**config.mk**
```make
export PLATFORM = sky130hd
export DESIGN_NAME = fetch_queue
export DESIGN_NICKNAME = d
export VERILOG_FILES = /design/src/rtl/fetch_queue.sv
export SDC_FILE = /design/constraint.sdc
export NUM_CORES = 1
export LEC_CHECK = 0
export CAP_MARGIN = 20
export CORE_ASPECT_RATIO = 1.5
export CORE_UTILIZATION = 57
export CTS_BUF_LIST = sky130_fd_sc_hd__clkbuf_2
export CTS_CLUSTER_DIAMETER = 100
export DETAILED_ROUTE_END_ITERATION = 10
export PLACE_DENSITY = 0.82
export SLEW_MARGIN = 0
export SYNTH_ARGS = -nofsm -noshare
export SYNTH_HDL_FRONTEND = slang
export SYNTH_SLANG_ARGS = --single-unit
export TNS_END_PERCENT = 20
```
**constraint.sdc**
```tcl
create_clock -name clk -period 4.1 [get_ports clk]
set_input_delay 0.82 -clock clk [delete_from_list [all_inputs] [get_ports clk]]
set_output_delay 0.82 -clock clk [all_outputs]
set_load 0.05 [all_outputs]
```
**src/rtl/fetch_queue.sv**
```systemverilog
// Instruction fetch queue: decouples fetch from decode. Each entry carries a
// sequence tag. Flush discards all entries and counts how many were dropped.
module fetch_queue #(
  parameter int DBITS    = 32,
  parameter int INSTBITS = 32,
  parameter int DEPTH    = 4,
  parameter int SEQBITS  = 8
) (
  input  logic                       clk,
  input  logic                       reset,
  input  logic                       enq_valid,
  output logic                       enq_ready,
  input  logic [DBITS-1:0]           enq_pc,
  input  logic [INSTBITS-1:0]        enq_inst,
  input  logic                       enq_pred_taken,
  output logic                       deq_valid,
  input  logic                       deq_ready,
  output logic [DBITS-1:0]           deq_pc,
  output logic [INSTBITS-1:0]        deq_inst,
  output logic                       deq_pred_taken,
  output logic [SEQBITS-1:0]         deq_seq,
  input  logic                       flush,
  output logic [$clog2(DEPTH):0]     count,
  output logic [15:0]                flush_drop_cnt
);
  localparam int PW = $clog2(DEPTH);
  localparam int CW = PW + 1;

  logic [PW-1:0]      head_q, head_d, tail_q, tail_d;
  logic [CW-1:0]      count_q, count_d;
  logic [SEQBITS-1:0] seq_q, seq_d;
  logic [15:0]        drop_q, drop_d;
  logic [16:0]        drop_sum;
  logic               do_enq, do_deq;

  logic [DBITS-1:0]    pc_mem_q   [DEPTH];
  logic [INSTBITS-1:0] inst_mem_q [DEPTH];
  logic                pt_mem_q   [DEPTH];
  logic [SEQBITS-1:0]  seq_mem_q  [DEPTH];

  // Handshake flags depend only on registered occupancy.
  assign enq_ready = (count_q < CW'(DEPTH));
  assign deq_valid = (count_q != '0);
  assign do_enq    = enq_valid && enq_ready && !flush;
  assign do_deq    = deq_valid && deq_ready && !flush;
  assign drop_sum  = {1'b0, drop_q} + 17'(count_q);

  always_comb begin
    head_d  = head_q;
    tail_d  = tail_q;
    count_d = count_q;
    seq_d   = seq_q;
    drop_d  = drop_q;
    if (flush) begin
      head_d  = '0;
      tail_d  = '0;
      count_d = '0;
      drop_d  = drop_sum[16] ? 16'hFFFF : drop_sum[15:0];
    end else begin
      if (do_enq) begin
        tail_d = tail_q + PW'(1);
        seq_d  = seq_q + SEQBITS'(1);
      end
      if (do_deq) head_d = head_q + PW'(1);
      count_d = count_q + CW'(do_enq) - CW'(do_deq);
    end
  end

  always_ff @(posedge clk) begin
    if (reset) begin
      head_q  <= '0;
      tail_q  <= '0;
      count_q <= '0;
      seq_q   <= '0;
      drop_q  <= '0;
    end else begin
      head_q  <= head_d;
      tail_q  <= tail_d;
      count_q <= count_d;
      seq_q   <= seq_d;
      drop_q  <= drop_d;
    end
  end

  // Storage is don't-care while invalid, so it carries no reset.
  always_ff @(posedge clk) begin
    if (do_enq) begin
      pc_mem_q[tail_q]   <= enq_pc;
      inst_mem_q[tail_q] <= enq_inst;
      pt_mem_q[tail_q]   <= enq_pred_taken;
      seq_mem_q[tail_q]  <= seq_q;
    end
  end

  assign deq_pc         = pc_mem_q[head_q];
  assign deq_inst       = inst_mem_q[head_q];
  assign deq_pred_taken = pt_mem_q[head_q];
  assign deq_seq        = seq_mem_q[head_q];
  assign count          = count_q;
  assign flush_drop_cnt = drop_q;
endmodule

```
After elaboration in Yosys (flattened, before gate mapping)

Memory sizes are Yosys's and may differ from the RTL's. A register that Yosys moved wholly into a read port is not among the register bits.
Index checks and enable logic that the tools add are counted.

Output and inout port bits: 94
Memories kept: 4
Bits in writable memories: 292
Register bits: 31

Memory list:

| memory     | depth | bits a word | rd ports | clocked after memory_dff | write ports | RTL line | source |
|---|---|---|---|---|---|---|---|
| inst_mem_q | 4     | 32          | 1        | 1                        | 1           | 37       | `logic [INSTBITS-1:0] inst_mem_q [DEPTH];` |
| pc_mem_q   | 4     | 32          | 1        | 1                        | 1           | 36       | `logic [DBITS-1:0] pc_mem_q [DEPTH];` |
| seq_mem_q  | 4     | 8           | 1        | 1                        | 1           | 39       | `logic [SEQBITS-1:0] seq_mem_q [DEPTH];` |
| pt_mem_q   | 4     | 1           | 1        | 1                        | 1           | 38       | `logic pt_mem_q [DEPTH];` |

Bitwise gates (word level): 1
Reduce and logical (&&, ||, !) cells: 8
Magnitude comparators: 1
Add/subtract/negate cells: 6
Muxes and demuxes: 11

Operators by type and width:

| cell                                        | count |
|---|---|
| adder 16 x 3 -> 17 bit                      | 1 |
| 2-to-1 mux 16 bit                           | 1 |
| 2-to-1 mux 2 bit                            | 8 |
| adder 8 x 1 -> 8 bit, second input constant | 1 |
| adder 2 x 1 -> 2 bit, second input constant | 2 |
| logical AND 1 bit                           | 4 |
| adder 3 x 1 -> 3 bit                        | 1 |
| < comparator 3 bit, second input constant   | 1 |
| nonzero test 3 bit                          | 1 |
| subtractor 3 x 1 -> 3 bit                   | 1 |
| 2-to-1 mux 1 bit                            | 2 |
| AND reduction 2 bit                         | 1 |
| OR reduction 2 bit                          | 1 |
| logical NOT 1 bit                           | 1 |
| inverter 1 bit                              | 1 |

Depth between registers and ports, before layout

Depth in word-level cells: 5
Depth in mapped cells: 12
Gate-level depth less buffers: 10

Least setup slack after synthesis

Ideal clock, no wire load.

Path type: input-to-reg
Start: input flush
End: memory inst_mem_q[0][0] (enable)
Path buffers: 2
Path slack: 0.358 ns
Stages: 4
Setup time: 0.439 ns
Arrival time: 3.303 ns
Data required time: 3.661 ns
Cells stage by stage: buf_2 > nor3b_1 > buf_2 > and2_1

Longest elaborated chain between the ends: 4

Ends and longest elaborated chain:

| element                                | RTL line | source |
|---|---|---|
| start: declaration                     | 22       | `input logic flush,` |
| logical NOT 1 bit                      | 44       | `assign do_enq = enq_valid && enq_ready && !flush;` |
| logical AND 1 bit                      | 44       |  |
| 2-to-1 mux 1 bit                       | 87       | `if (do_enq) begin` |
| 2-to-1 mux 1 bit (implied by the code) | 89       | `inst_mem_q[tail_q] <= enq_inst;` |
| end: declaration                       | 37       |  |

No other way between the ends.

==> flow_metrics.py <==
metrics = {
    "clock_network": {
        "cts_tree": "yes",
        "clk_pin_slew_ps": 110,
        "cts_root_buf": "clkbuf_2",
        "ctsResizeCount": 0,
        "clkSinkCount": 325,
        "htree_levels": 3,
        "numCtsBuffers": 72,
        "clkLatencyLatePin_ps": 800,
        "clockBufferDepth": 3,
    },
    "floorplanning": {
        "dieArea_um2": 21900,
        "ios": 164,
        "initial_utilization": 0.578,
        "core_um2": 21000,
        "die_w_um": 121,
        "dieHeight_um": 181,
        "rows": 65,
    },
    "yosys": {
        "synthMuxAreaShare": 0.138,
        "yosys_most_used_dff": "edfxtp_1",
        "avgSynthCellArea_um2": 21.5,
        "synth_top_family_by_area": "multiplexers",
        "netlist.area_leader.share": 0.723,
        "ys_seq_elements": 325,
        "async_flop_share": 0,
        "yosysWarnings": 0,
        "syn_inst": 565,
        "synth_cell_type_count": 45,
        "syn_nets": 647,
        "synthAdderAreaFrac": 0.0136,
        "synth-edff-count": 292,
        "synth-xor-area-share": 0.0108,
        "synth_compound_area_frac": 0.0157,
        "synthTopCellsByArea": "edfxtp_1 72%, mux4_2 14%, dfxtp_1 5.4%",
        "synthSimpleGateAreaFrac": 0.0329,
        "syn_area_um2": 12100,
        "yosysSeqAreaShare": 0.777,
        "synth_top_area_cell": "edfxtp_1",
    },
    "worst_hold_path": {
        "hold_path_startpoint": "head_q[1]",
        "hold_depth": 2,
        "min-delay-path-class": "reg -> reg",
    },
    "timing": {
        "setup_tns_ps": 0,
        "slew_headroom": 0.373,
        "setup_viol": 0,
        "layout_min_cycle_time_ps": 3880,
        "drv_slew": 0,
        "clock_skew_ps": 59.5,
        "worst_slew_pin_slew_ps": 938,
        "rsz0062_at_grt": "false",
        "hold_viol_final": 0,
        "fmax_ghz": 0.258,
        "fin_crit_sh": 0.947,
        "hold-worst-slack_ps": 526,
    },
    "layout": {
        "drive_above_1_share": 0.257,
        "layout.nets": 875,
        "area_delta_synth_final_pct": 22.7,
        "fillCellCount": 1314,
        "fin_area_um2": 14900,
    },
    "routing": {
        "vias": 6383,
        "viasPerCell": 5.71,
        "dr.pass1.iters": 5,
        "wl_per_cell_um": 21.3,
        "drtIter0Drc": 399,
        "wirelength_mm": 23.8,
        "drc": 0,
        "ant_nets": 0,
    },
    "global_routing": {
        "grt-ovfl-total": 0,
        "grt_max_degree": 44,
        "grt_pass1_wl_mm": 36.4,
        "grt_usage": 0.226,
        "grt_pass1_vias": 6903,
        "antenna_found_initial": 3,
    },
    "pwr": {
        "powerDensity_nw_per_um2": 406,
        "leakage_nw": 4.88,
        "vdd_drop_max_v": 0.000207,
    },
    "setup_path": {
        "criticalPathCategory": "reg -> out",
        "crit_path_end_kind": "primary output",
        "critPathMaxFanout": 43,
        "worstPathArrival_ps": 3060,
        "rr_worst_depth": 10,
        "r2r_end": "count[2]",
        "start_kind": "flop",
        "cp.required_ps": 3280,
        "r2r_slack_ps": 1640,
        "r2r-start": "count[1]",
    },
    "placement": {
        "hpwl_mm": 15.1,
        "io_buffer_count": 163,
        "placed_cell_area_um2": 14200,
        "gp_congestion": 0.828,
    },
    "status": {
        "outcome": "finished, final reports clean",
    },
    "job": {
        "drv_cap": 0,
    },
}
==> sequential cells by signal (all words and copies together) (netlist names), named ones only <==
register        flops
inst_mem_q        128
pc_mem_q          128
seq_mem_q          32
flush_drop_cnt     16
seq_q               8
pt_mem_q            4
count               3
head_q              2
tail_q              2
==> layout make-up <==
| class | instances | area [um^2] | share of cell area |
|---|---|---|---|
| flip-flops and latches | 325 | 9440 | 0.634 |
| multi-input cells | 205 | 2570 | 0.173 |
| repair buffers | 179 | 1850 | 0.124 |
| clock buffers | 114 | 571 | 0.0383 |
| well taps | 268 | 335 | 0.0225 |
| clock inverters | 14 | 81.3 | 0.00546 |
| inverters | 10 | 37.5 | 0.00252 |
| diodes | 2 | 5.00 | 0.000336 |
==> worst max-delay path, stage by stage, from the launching register on <==
cell and delay (ps):
dfxtp_4 800, buf_4 360, mux4_2 380, clkdlybuf4s50_1 730
==> per-layer routing <==
layer  wire length (um)  part of all wire  track usage  up-vias
met5                 13           0.00055            0        -
met4                925             0.039        0.124        2
met3               1570             0.066       0.0571       58
met2              12800              0.54        0.397      296
met1               8450              0.36        0.248     3184
li1                   -                 -            -     2843
==> cell usage after synthesis (2+ instances only) <==
library cell and count:
fa_1 2, nand2_1 6, clkbuf_1 12, ha_1 10
nor2_1 22, and3_1 6, dfxtp_1 33, buf_2 11
a211oi_1 2, nand4_1 8, mux4_2 73, xnor2_1 8
nand3_1 4, xor2_1 7, or3_1 3, and2_1 4
a21oi_1 7, nor3_1 6, mux2i_1 3, a311oi_1 3
nor4_1 2, inv_1 10, edfxtp_1 292, buf_1 2
o21ai_0 4, a31oi_1 6
==> repair_timing <==
item                       CTS  global route
setup endpoints to repair    2             0
buffers inserted             1             0
hold buffers                 0             0
==> placed cells by master (no fill, tap or decap), types with 2 or more instances in the layout <==
cell type        instances
mux2i_1                  3
diode_2                  2
mux4_2                  73
nand3_1                  4
a21oi_1                  7
nor4_1                   2
nor2_1                  22
xnor2_1                  8
clkdlybuf4s50_1        163
dfxtp_1                 31
or3_1                    3
edfxtp_1               292
clkinv_1                11
clkinv_2                 2
dfxtp_4                  2
inv_1                   10
buf_12                   6
nand2_1                  6
nand4_1                  8
xor2_1                   7
nor3_1                   6
fa_1                     2
a31oi_1                  6
and3_1                   6
ha_1                    10
o21ai_0                  4
and2_4                   4
a311oi_1                 3
buf_4                    9
a211oi_1                 2
clkbuf_2               114
==> per-stage QoR <==
| stage | power [mW] | cells | util | setup WS, ps |
|---|---|---|---|---|
| after floorplan | 3.98 | 565 | - | 358 |
| after CTS | 6.12 | 1115 | 0.709 | 101 |
| after detailed placement | 4.19 | 986 | 0.677 | 829 |
| after global routing | 6.28 | 1117 | 0.709 | 73.2 |
| after global placement | 4.17 | 986 | 0.677 | 870 |
| final | 6.04 | 1117 | 0.709 | 219 |
==> cell families (layout without fill, tap and decap cells) <==
kind of cell    Yosys count  count (layout)
flops                   325             325
mux                      76              76
simple gates             73              73
buf+inv                  35             317
compound gates           29              29
xor+xnor                 15              15
fa+ha+maj                12              12
other cells               0               2
==> worst max path at each step <==
stage / from / to / slack (ps)
3_3_place_gp: flush / count[2] / 870
6_report: flop / deq_pc[26] / 220
4_1_cts: flop / deq_pc[26] / 100
5_1_grt: flop / deq_pc[26] / 70
3_5_place_dp: flush / count[2] / 830
2_1_floorplan: flush / inst_mem_q[0][0] / 360
==> power by group <==
| group | internal, mW | switching [mW] |
|---|---|---|
| clock network | 0.788 | 1.15 |
| logic | 0.177 | 0.255 |
| registers | 3.66 | 0.0193 |
No activity file was read; power rests on OpenSTA's default activity.
